`src/rtl/board_datapath_pkg.sv`:
```
// Shared chess definitions: piece codes, datapath FSM states, operand record,
// board address packing and the starting-board lookup.
package board_datapath_pkg;

  typedef logic [3:0] piece_t;

  localparam piece_t EMPTY        = 4'd0;
  localparam piece_t W_PAWN       = 4'd1;
  localparam piece_t W_ROOK       = 4'd2;
  localparam piece_t W_KNIGHT     = 4'd3;
  localparam piece_t W_BISHOP     = 4'd4;
  localparam piece_t W_QUEEN      = 4'd5;
  localparam piece_t W_KING       = 4'd6;
  localparam piece_t BLACK_OFFSET = 4'd6;
  localparam piece_t B_PAWN       = W_PAWN + BLACK_OFFSET;

  typedef enum logic [2:0] {
    IDLE,
    INIT_WR,
    INIT_DONE,
    MV_CLEAR,
    MV_WRITE,
    MV_DONE
  } dp_state_t;

  typedef struct packed {
    piece_t     piece;
    logic [2:0] origin_x;
    logic [2:0] origin_y;
    logic [2:0] dest_x;
    logic [2:0] dest_y;
  } move_t;

  function automatic logic [5:0] cell_addr(input logic [2:0] x, input logic [2:0] y);
    return {y, x};
  endfunction

  function automatic piece_t back_rank(input logic [2:0] x);
    case (x)
      3'd0, 3'd7: return W_ROOK;
      3'd1, 3'd6: return W_KNIGHT;
      3'd2, 3'd5: return W_BISHOP;
      3'd3:       return W_QUEEN;
      default:    return W_KING;
    endcase
  endfunction

  function automatic piece_t start_piece(input logic [5:0] addr);
    case (addr[5:3])
      3'd0:    return back_rank(addr[2:0]);
      3'd1:    return W_PAWN;
      3'd6:    return B_PAWN;
      3'd7:    return back_rank(addr[2:0]) + BLACK_OFFSET;
      default: return EMPTY;
    endcase
  endfunction

endpackage

```
`src/rtl/board_datapath_if.sv`:
```
// Request / board-RAM bundle between the game controller and the board datapath.
interface board_datapath_if;
  import board_datapath_pkg::*;

  logic       initialize_board;
  logic       move_piece;
  piece_t     piece_to_move;
  logic [2:0] origin_x;
  logic [2:0] origin_y;
  logic [2:0] destination_x;
  logic [2:0] destination_y;
  logic       mem_grant;
  logic [5:0] mem_address;
  piece_t     mem_data;
  logic       mem_wren;
  logic       initialize_complete;
  logic       move_complete;
  logic       busy;

  modport master (
    output initialize_board, move_piece, piece_to_move,
           origin_x, origin_y, destination_x, destination_y, mem_grant,
    input  mem_address, mem_data, mem_wren,
           initialize_complete, move_complete, busy
  );

  modport slave (
    input  initialize_board, move_piece, piece_to_move,
           origin_x, origin_y, destination_x, destination_y, mem_grant,
    output mem_address, mem_data, mem_wren,
           initialize_complete, move_complete, busy
  );
endinterface

```
`src/rtl/board_datapath_init_rom.sv`:
```
// Combinational starting-board lookup: board address in, piece code out.
module board_init_rom
  import board_datapath_pkg::*;
(
  input  logic [5:0] addr,
  output piece_t     code
);
  assign code = start_piece(addr);
endmodule

```
`src/rtl/board_datapath.sv`:
```
// Board datapath: writes the starting position into board RAM or executes a
// move as clear-origin then write-destination, stalling whenever the RAM is not granted.
module board_datapath
  import board_datapath_pkg::*;
(
  input  logic clk,
  input  logic reset,
  board_datapath_if.slave bus
);

  dp_state_t  state, state_next;
  logic [5:0] cell_cnt, cell_cnt_next;
  move_t      move_q, move_next;
  piece_t     rom_code;

  board_init_rom u_rom (
    .addr (cell_cnt),
    .code (rom_code)
  );

  // NOTE: state registers use non-blocking assignments so every flop samples
  // the pre-edge value of every other flop, independent of statement order.
  always_ff @(posedge clk) begin
    if (reset) begin
      state    <= IDLE;
      cell_cnt <= '0;
      move_q   <= '0;
    end else begin
      state    <= state_next;
      cell_cnt <= cell_cnt_next;
      move_q   <= move_next;
    end
  end

  always_comb begin
    // NOTE: every signal driven here gets a default first; a path that
    // forgets one would otherwise infer a latch.
    state_next              = state;
    cell_cnt_next           = cell_cnt;
    move_next               = move_q;
    bus.mem_address         = '0;
    bus.mem_data            = EMPTY;
    bus.mem_wren            = 1'b0;
    bus.initialize_complete = 1'b0;
    bus.move_complete       = 1'b0;

    case (state)
      IDLE: begin
        // Init takes priority; a simultaneous move request is dropped.
        if (bus.initialize_board) begin
          state_next    = INIT_WR;
          cell_cnt_next = '0;
        end else if (bus.move_piece) begin
          state_next = MV_CLEAR;
          move_next  = '{piece:    bus.piece_to_move,
                         origin_x: bus.origin_x,
                         origin_y: bus.origin_y,
                         dest_x:   bus.destination_x,
                         dest_y:   bus.destination_y};
        end
      end

      INIT_WR: begin
        bus.mem_wren    = bus.mem_grant;
        bus.mem_address = cell_cnt;
        bus.mem_data    = rom_code;
        if (bus.mem_grant) begin
          cell_cnt_next = cell_cnt + 6'd1;
          if (cell_cnt == 6'd63) state_next = INIT_DONE;
        end
      end

      INIT_DONE: begin
        bus.initialize_complete = 1'b1;
        state_next              = IDLE;
      end

      MV_CLEAR: begin
        bus.mem_wren    = bus.mem_grant;
        bus.mem_address = cell_addr(move_q.origin_x, move_q.origin_y);
        bus.mem_data    = EMPTY;
        if (bus.mem_grant) state_next = MV_WRITE;
      end

      MV_WRITE: begin
        bus.mem_wren    = bus.mem_grant;
        bus.mem_address = cell_addr(move_q.dest_x, move_q.dest_y);
        bus.mem_data    = move_q.piece;
        if (bus.mem_grant) state_next = MV_DONE;
      end

      MV_DONE: begin
        bus.move_complete = 1'b1;
        state_next        = IDLE;
      end

      default: state_next = IDLE;
    endcase
  end

  assign bus.busy = (state != IDLE);

endmodule

```
`src/flat_wrapper.sv`:
```
// flat-port wrapper written by rule: the top's interface ports become plain ports
module board_datapath_flat import board_datapath_pkg::*;
  (clk, reset, bus_initialize_board, bus_move_piece, bus_piece_to_move, bus_origin_x, bus_origin_y, bus_destination_x, bus_destination_y, bus_mem_grant, bus_mem_address, bus_mem_data, bus_mem_wren, bus_initialize_complete, bus_move_complete, bus_busy);
  board_datapath_if bus_i ();
  input  logic clk;
  input  logic reset;
  input wire logic [$bits(bus_i.initialize_board)-1:0] bus_initialize_board;
  input wire logic [$bits(bus_i.move_piece)-1:0] bus_move_piece;
  input wire logic [$bits(bus_i.piece_to_move)-1:0] bus_piece_to_move;
  input wire logic [$bits(bus_i.origin_x)-1:0] bus_origin_x;
  input wire logic [$bits(bus_i.origin_y)-1:0] bus_origin_y;
  input wire logic [$bits(bus_i.destination_x)-1:0] bus_destination_x;
  input wire logic [$bits(bus_i.destination_y)-1:0] bus_destination_y;
  input wire logic [$bits(bus_i.mem_grant)-1:0] bus_mem_grant;
  output wire logic [$bits(bus_i.mem_address)-1:0] bus_mem_address;
  output wire logic [$bits(bus_i.mem_data)-1:0] bus_mem_data;
  output wire logic [$bits(bus_i.mem_wren)-1:0] bus_mem_wren;
  output wire logic [$bits(bus_i.initialize_complete)-1:0] bus_initialize_complete;
  output wire logic [$bits(bus_i.move_complete)-1:0] bus_move_complete;
  output wire logic [$bits(bus_i.busy)-1:0] bus_busy;
  assign bus_i.initialize_board = bus_initialize_board;
  assign bus_i.move_piece = bus_move_piece;
  assign bus_i.piece_to_move = bus_piece_to_move;
  assign bus_i.origin_x = bus_origin_x;
  assign bus_i.origin_y = bus_origin_y;
  assign bus_i.destination_x = bus_destination_x;
  assign bus_i.destination_y = bus_destination_y;
  assign bus_i.mem_grant = bus_mem_grant;
  assign bus_mem_address = bus_i.mem_address;
  assign bus_mem_data = bus_i.mem_data;
  assign bus_mem_wren = bus_i.mem_wren;
  assign bus_initialize_complete = bus_i.initialize_complete;
  assign bus_move_complete = bus_i.move_complete;
  assign bus_busy = bus_i.busy;
  board_datapath u_core (.clk(clk), .reset(reset), .bus(bus_i));
endmodule
```
`config.mk`:
```
export PLATFORM = sky130hd
export DESIGN_NAME = board_datapath_flat
export DESIGN_NICKNAME = d
export VERILOG_FILES = /design/src/rtl/board_datapath_pkg.sv /design/src/rtl/board_datapath_if.sv /design/src/rtl/board_datapath_init_rom.sv /design/src/rtl/board_datapath.sv /design/src/flat_wrapper.sv
export SDC_FILE = /design/constraint.sdc
export NUM_CORES = 1
export LEC_CHECK = 0
export BUFFER_PORTS_ARGS = -buffer_cell sky130_fd_sc_hd__buf_2
export CORE_ASPECT_RATIO = 1.2
export CORE_MARGIN = 10
export CORE_UTILIZATION = 27
export DETAILED_ROUTE_END_ITERATION = 10
export SYNTH_ARGS = -nofsm -noshare
export SYNTH_HDL_FRONTEND = slang
export SYNTH_SLANG_ARGS = --single-unit
export TNS_END_PERCENT = 50
```
`constraint.sdc`:
```
create_clock -name clk -period 3.5 [get_ports clk]
set_clock_uncertainty 0.1 [all_clocks]
set_input_delay 0.35 -clock clk [delete_from_list [all_inputs] [get_ports clk]]
set_output_delay 0.35 -clock clk [all_outputs]
set_load 0.005 [all_outputs]
```
==> results of run 1 <==
## cell usage after synthesis (all sizes together) (3+ instances only)
master	count	area (um2)
a21o	3	22.5
a21oi	18	90.1
a22oi	4	30.0
buf	6	38.8
clkbuf	5	18.8
dfxtp	25	500
ha	7	87.6
inv	8	30.0
mux2i	9	90.1
nand2	42	158
nand2b	5	31.3
nor2	17	63.8
nor2b	6	37.5
o21ai	9	45.0
o22ai	3	18.8
xnor2	3	26.3
## registers in the layout, indices dropped and copies added, names as in the netlist
signal and cells:
u_core.cell_cnt 6, u_core.state 3, u_core.move_q 16
## cell type report
cell class,instances,area (um2)
clock buffer,4,45.0
multi-input combinational,149,888
timing repair buffer,34,170
tap,62,77.6
inverter,8,30.0
fill,582,3590
sequential,25,500
## cell families after synthesis
group,after synthesis,share of synthesized area (%)
compound gates,44,17.8
xor+xnor,3,1.78
fa+ha+maj,7,5.93
buf+inv,19,5.93
flops,25,33.9
mux,9,6.10
simple gates,86,28.6
## power by group through the flow
stage,logic [W],registers (W),clock network [W]
5_1_grt,0.000179,0.000339,0.000190
4_1_cts,0.000158,0.000335,0.000176
2_1_floorplan,0.000129,0.000318,0
3_3_place_gp,0.000156,0.000341,0
6_report,0.000154,0.000336,0.000176
3_5_place_dp,0.000156,0.000341,0
## worst paths after layout
kind / to / slack [ps] / cells past startpoint
max: bus_mem_data[2] / 760 / 10
min: u_core.move_q[4]$_SDFFE_PP0P_ / 210 / 3
max reg2reg: u_core.move_q[6]$_SDFFE_PP0P_ / 1400 / 4
min reg2reg: u_core.move_q[7]$_SDFFE_PP0P_ / 360 / 2
## metrics by stage
stage	hold WS, ps	area [um2]
after floorplan	319	1480
after global placement	345	1670
after detailed placement	348	1670
after CTS	204	1710
after global routing	218	1710
final	206	1710
## worst max-delay path: cells and delay by family, from the launching register on
| family | cells | cell delay (ps) |
|---|---|---|
| adders and majority gates | 2 | 550 |
| AOI/OAI and AO/OA | 3 | 480 |
| DFF | 1 | 430 |
| and+or+nand+nor | 3 | 290 |
| buffers and inverters | 2 | 270 |
## routing by layer
layer | wire [um] | vias up | global-route usage, %
met5 | 0 | - | 0
li1 | - | 717 | -
met4 | 14 | 0 | 2.21
met3 | 222 | 2 | 2.51
met1 | 1930 | 617 | 10.9
met2 | 1770 | 29 | 14.7
## placed cells by master, fill, tap and decap left out, types with 3 or more instances in the layout
cell	count
a21o_1	3
a21oi_1	18
a22oi_1	4
buf_2	34
clkbuf_8	3
dfxtp_1	25
ha_1	7
inv_1	7
mux2i_1	9
nand2_1	42
nand2b_1	5
nor2_1	17
nor2b_1	6
o21ai_0	9
o22ai_1	3
xnor2_1	3
==> impl_metrics.toml, run 1 <==
[global_route]
grt_pass1_vias = 1442
overflow = 0
grt_max_degree = 25
antenna_found_initial = 0
grt_pass1_wl_mm = 6.56
track_usage_pct = 8.85

[worst_setup_path]
reg2reg_from = "u_core.state[1]$_SDFFE_PP0P_"
max_stage_delay_ps = 430
endpoint_kind = "primary output"
crit_chain = "inv_1 -> ha_1 -> nor2b_1 -> a211o_1 -> ha_1 -> nor2b_1 -> o22ai_1 -> a22oi_1 -> nor2_1 -> buf_2"
arrival_ps = 2290
critical_path_class = "flop to primary output"
startpoint_type = "flop"
cp_max_fo = 5
setup.worst_path.start = "u_core.cell_cnt[0]$_SDFFE_PP0P_"
cp_slowest_cell = "dfxtp_1"
crit_required_ps = 3050

[route]
viasPerCell = 4.84
drt_iter0_markers = 46
avgRoutedWirePerCell_um = 14.0
num_vias = 1365
drc = 0
first_pass_iters = 4
antenna_left = 0
wl_mm = 3.93

[timing]
relSlewSlack_pct = 37.5
fin_ws_ps = 755
grt_setup_unrepaired = "false"
setup_violations = 0
finalHoldViolations = 0
post-route-period-util_pct = 78.4
tightest_slew_ps = 936
setup_tns_ps = 0
drv_slew = 0
period_needed_ps = 2740
timing.fmax_ghz = 0.364

[layout]
drive_above_1_share_pct = 18.6
final_nets = 249
fin_util_pct = 32.3
diodes = 0
area_delta_synth_final_pct = 15.9
fin_cells = 282

[synthesis]
ys_ff_latch = 25
yosys_warnings = 0
synth-edff-count = 0
yosys.cell_types.count = 38
synthArstFlopShare_pct = 0
ys.flop_type = "dfxtp_1"
netlist_area_um2 = 1480
syn_nets = 221
seq_area_frac_synth_pct = 33.9
syn_inst = 193
avgSynthCellArea_um2 = 7.65

[clocking]
cts_hold_buf = 0
clockBufferDepth = 2
root_buffer = "clkbuf_8"
post_cts_resized = 0
cts_setup_buffers = 0
cts_tree = "done"
path_clk_slew_ps = 90
cts_buffers = 3
htreeDepth = 1
clock_sinks = 25
clkLatencyLatePin_ps = 270

[power]
pwr-share-comb_pct = 23.2
intPower_w = 0.000451
swShare_pct = 32.2
power_frac_seq_pct = 50.4
p_per_area_nw_per_um2 = 389
clkPwrFrac_pct = 26.4
netSwitchingPower_w = 0.000215
finalPower_w = 0.000666
max-vdd-ir-drop_mv = 0.176
p_leak_nw = 0.715

[outcome]
outcome = "finished clean"

[floorplanning]
dieArea_um2 = 8840
core_um2 = 5300
die_x_um = 87.5
start_util_pct = 27.9
die_h_um = 101
std_cell_rows = 29
pin_count = 35

[place]
portBuffers = 34
place.gp.congestion = 0.831
dp.cells = 278
dpl.hpwl_mm = 2.91
dpl_worst_slack_ps = 1100

[run]
drv_cap = 0

[hold_path]
hold_class = "input port to flop"
hold_start = "bus_destination_x[1]"
No activity file was read; power rests on OpenSTA's default activity.
==> run 2: changes to the inputs <==
clock period = 2.4 ns   (was 3.5 ns; I/O delays follow)
==> impl_metrics.toml, run 2 (same netlist as run 1, synthesis figures left out) <==
[layout]
drive_above_1_share_pct = 24.7
fin_cells = 289
largestRegisters = "u_core.move_q x16, u_core.cell_cnt x6, u_core.state x3"
largest_register_ffs = 16
layout_common_cells = "42 x nand2_1, 34 x buf_2, 23 x dfxtp_1, 18 x a21oi_1, 17 x nor2_1"
final_nets = 256
area_delta_synth_final_pct = 23.6
final_area_um2 = 1820
largest-register = "u_core.move_q"
diodes = 0
layout.cells.most_common = "nand2_1"

[clocking]
cts_buffers = 3
root_buffer = "clkbuf_8"
clkLatencyLatePin_ps = 260
cts_tree = "done"
htreeDepth = 1
cts_hold_buf = 0
path_clk_slew_ps = 90
clock_sinks = 25
clockBufferDepth = 2

[floorplanning]
std_cell_rows = 29
pin_count = 35
dieArea_um2 = 8840
die_h_um = 101
start_util_pct = 27.9
core_um2 = 5300
die_x_um = 87.5

[worst_setup_path]
reg2reg_from = "u_core.state[1]$_SDFFE_PP0P_"
critical_path_class = "flop to primary output"
cp_max_fo = 5
startpoint_type = "flop"
endpoint_kind = "primary output"
worstReg2RegEnd = "u_core.move_q[6]$_SDFFE_PP0P_"
setup.worst_path.start = "u_core.cell_cnt[0]$_SDFFE_PP0P_"
crit_required_ps = 2060
arrival_ps = 2040
r2r_slack_ps = 700
r2r_cells = 6

[hold_path]
hold_class = "input port to flop"
hold_path_depth = 3
hold_start = "bus_destination_x[0]"
holdPathEnd = "u_core.move_q[3]$_SDFFE_PP0P_"

[power]
p_leak_nw = 0.755
finalPower_w = 0.000973
max-vdd-ir-drop_mv = 0.289
p_per_area_nw_per_um2 = 533

[route]
num_vias = 1412
wl_mm = 3.89
dr_wl_met3_um = 266
avgRoutedWirePerCell_um = 13.5
antenna_left = 0
drc = 0
highest_layer = "met4"
met2_length_mm = 1.76
viasPerCell = 4.89
drt_iter0_markers = 61
first_pass_iters = 4
wl_met1_mm = 1.85

[timing]
finalHoldViolations = 0
timing.fmax_ghz = 0.420
whs_ps = 104
setup_tns_ps = 0
drv_slew = 0
period_needed_ps = 2380
setup_violations = 0
grt_setup_unrepaired = "true"
relSlewSlack_pct = 55.0
tightest_slew_ps = 674
post-route-period-util_pct = 99.3

[place]
dp.cells = 284
portBuffers = 34
place.gp.congestion = 0.807
dpl.hpwl_mm = 2.88
placedInstanceArea_um2 = 1710

[global_route]
antenna_found_initial = 0
grt_max_degree = 25
grt_pass1_wl_mm = 6.49
grt_pass1_vias = 1407
track_usage_pct = 8.63
overflow = 0

[outcome]
outcome = "finished clean"

[run]
drv_cap = 0
## run 2: worst max-delay path by stage
stage	end
2_1_floorplan	bus_mem_data[2]
3_3_place_gp	bus_mem_data[2]
3_5_place_dp	bus_mem_data[2]
4_1_cts	bus_mem_data[2]
5_1_grt	bus_mem_data[2]
6_report	bus_mem_data[2]
## run 2: report_power, final
part / switching, W / internal (W) / total, W / leakage, nW
sequential: 0.0000451 / 0.000441 / 0.000486 / 0.205
clock: 0.000125 / 0.000118 / 0.000244 / 0.0228
combinational: 0.000135 / 0.000109 / 0.000243 / 0.527
total: 0.000305 / 0.000668 / 0.000973 / 0.755
## run 2: area by class of cell
| class | instances | area [um2] |
|---|---|---|
| timing repair buffer | 41 | 223 |
| inverter | 8 | 32.5 |
| tap | 62 | 77.6 |
| clock buffer | 4 | 45.0 |
| multi-input combinational | 149 | 938 |
| sequential | 25 | 508 |
| fill | 558 | 3470 |
## run 2: through the flow
| stage | setup WS, ps | utilization (%) |
|---|---|---|
| after CTS | -29.6 | 33.8 |
| after detailed placement | 121 | 32.3 |
| final | 17.3 | 34.4 |
| after global placement | 177 | 32.3 |
| after global routing | -106 | 34.4 |
| after floorplan | 379 | - |
## run 2: layer usage
layer	vias to the layer above	track usage (%)
met5	-	0
met4	0	1.47
met3	2	3.24
met2	29	13.7
met1	655	10.9
li1	726	-
## run 2: timing repair
item | 4_1_cts | 5_1_grt
pin swaps | 7 | 5
setup endpoints to repair | 3 | 3
gates cloned | 0 | 0
setup buffers | 1 | 0
gates resized for setup | 10 | 5
## run 2: worst max-delay path: stages, from the launching register on
cell     delay (ps)
dfxtp_4         390
ha_4            170
ha_4            150
a211o_1         290
ha_1            280
nor2b_1         110
o22ai_1          70
a22oi_1         140
nor2_1           60
buf_2           120
==> run 3: changes to the inputs <==
CELL_PAD_IN_SITES_DETAIL_PLACEMENT = 0   (was not set)
CELL_PAD_IN_SITES_GLOBAL_PLACEMENT = 1   (was not set)
PLACE_DENSITY_LB_ADDON = 0.1   (was not set)
clock period = 2.2 ns   (was 2.4 ns; I/O delays follow)
==> impl_metrics.toml, run 3 (same netlist as run 1, synthesis figures left out) <==
[timing]
setup_tns_ps = -581
fin_ws_ps = -211
finalHoldViolations = 0
timing.fmax_ghz = 0.415
grt_setup_unrepaired = "true"
setup_violations = 3
drv_slew = 0
tightest_slew_ps = 528
period_needed_ps = 2410
relSlewSlack_pct = 64.8
post-route-period-util_pct = 110

[worst_setup_path]
path_delay_family = "compound AO/OA/AOI/OAI gates"
crit_chain = "buf_4 -> ha_4 -> a211o_1 -> ha_4 -> nor2b_2 -> o22ai_1 -> a22oi_1 -> nor2_1 -> buf_2"
path_buf_inv = 2
cp_slowest_cell = "dfxtp_4"
cp_max_fo = 4
arrival_ps = 2090
endpoint_kind = "primary output"
max_stage_delay_ps = 380
startpoint_type = "flop"
crit_required_ps = 1880
critical_path_class = "flop to primary output"
worst_path_most_repeated_cell = "ha_4"

[route]
avgRoutedWirePerCell_um = 14.7
antenna_left = 0
viasPerCell = 4.88
first_pass_iters = 4
wl_mm = 4.41
drc = 0
drt_iter0_markers = 127
num_vias = 1459

[floorplanning]
dieArea_um2 = 8840
start_util_pct = 27.9
std_cell_rows = 29
pin_count = 35
die_x_um = 87.5
core_um2 = 5300
die_h_um = 101

[outcome]
outcome = "finished with violations"
violations = "negative setup slack"

[place]
dpl.hpwl_mm = 3.36
portBuffers = 34
dp.cells = 293
placedInstanceArea_um2 = 1780
place.gp.congestion = 0.842

[layout]
multiInputGateArea_um2 = 953
area_delta_synth_final_pct = 29.9
final_area_um2 = 1920
largestRegisters = "u_core.move_q x16, u_core.cell_cnt x6, u_core.state x3"
layout_common_cells = "42 x nand2_1, 34 x buf_2, 23 x dfxtp_1, 18 x a21oi_1"
final_nets = 266
layout.cells.most_common = "nand2_1"
fillers = 579
regArea_um2 = 508
largest-register = "u_core.move_q"
drive_above_1_share_pct = 29.5
diodes = 0
largest_register_ffs = 16
fin_cells = 299

[power]
pwr-share-comb_pct = 27.2
p_per_area_nw_per_um2 = 576
p_leak_nw = 0.799
max-vdd-ir-drop_mv = 0.271
power_frac_seq_pct = 47.2
netSwitchingPower_w = 0.000361
intPower_w = 0.000745
clkPwrFrac_pct = 25.6
swShare_pct = 32.6

[global_route]
overflow = 0
grt_max_degree = 25
grt_pass1_wl_mm = 7.34
grt_pass1_vias = 1497
antenna_found_initial = 0
track_usage_pct = 10.2

[clocking]
cts_tree = "done"
clockBufferDepth = 2
htreeDepth = 1
clkLatencyLatePin_ps = 270
path_clk_slew_ps = 90
clock_sinks = 25
root_buffer = "clkbuf_8"
cts_buffers = 3

[hold_path]
hold_class = "input port to flop"

[run]
drv_cap = 0
## run 3: changes by cell type in the layout (fill, tap and decap cells not counted), sizes merged
cell,before,now
buf,41,51
clkbuf,4,3
clkinvlp,0,1
## run 3: through the flow
step	setup WS, ps	total power, W	utilization, %	hold WS [ps]
6_report	-211	0.00111	36.2	75.5
5_1_grt	-364	0.00119	36.2	70.0
4_1_cts	-285	0.00113	35.2	66.5
3_5_place_dp	-54.5	0.000824	33.6	347
3_3_place_gp	-18.1	0.000822	33.6	344
2_1_floorplan	199	0.000711	-	189
## run 3: path summary, 6_finish.rpt
path,slack [ps],endpoint,start,cells past startpoint
hold reg to reg,360,u_core.move_q[5]$_SDFFE_PP0P_,u_core.move_q[5]$_SDFFE_PP0P_,2
setup reg to reg,520,u_core.cell_cnt[0]$_SDFFE_PP0P_,u_core.state[0]$_SDFFE_PP0P_,4
hold / removal,80,u_core.move_q[1]$_SDFFE_PP0P_,bus_destination_y[1],3
setup / recovery,-210,bus_mem_data[2],u_core.cell_cnt[0]$_SDFFE_PP0P_,9
## run 3: layer usage
metal / vias to the layer above / global-route usage (%) / share of wire, %
li1: 750 / - / -
met1: 669 / 12.5 / 45
met2: 38 / 17.2 / 48
met3: 2 / 2.91 / 7.1
met4: 0 / 2.46 / 0.18
met5: - / 0 / 0
## run 3: tightest hold or removal path, cell delays in order
cell,delay [ps]
buf_2,90
nand2_1,40
a21oi_1,50
## run 3: layout make-up
cell class / count / area share, %
Tap cell: 62 / 4.04
Clock inverter: 1 / 0.391
Sequential cell: 25 / 26.5
Inverter: 8 / 1.70
Multi-Input combinational cell: 149 / 49.7
Clock buffer: 3 / 2.15
Timing Repair Buffer: 51 / 15.5
## run 3: power by group through the flow
stage                     registers (W)  logic [W]  clock network [W]
final                          0.000522   0.000300           0.000283
after CTS                      0.000521   0.000300           0.000305
after detailed placement       0.000531   0.000293                  0
after global placement         0.000531   0.000291                  0
after floorplan                0.000507   0.000204                  0
after global routing           0.000529   0.000341           0.000318
## run 3: timing repair
item | CTS | global route
gates resized for setup | 8 | 11
buffers inserted | 2 | 0
pin swaps | 8 | 9
hold buffers | 0 | 0
endpoints found under the setup margin | 4 | 4
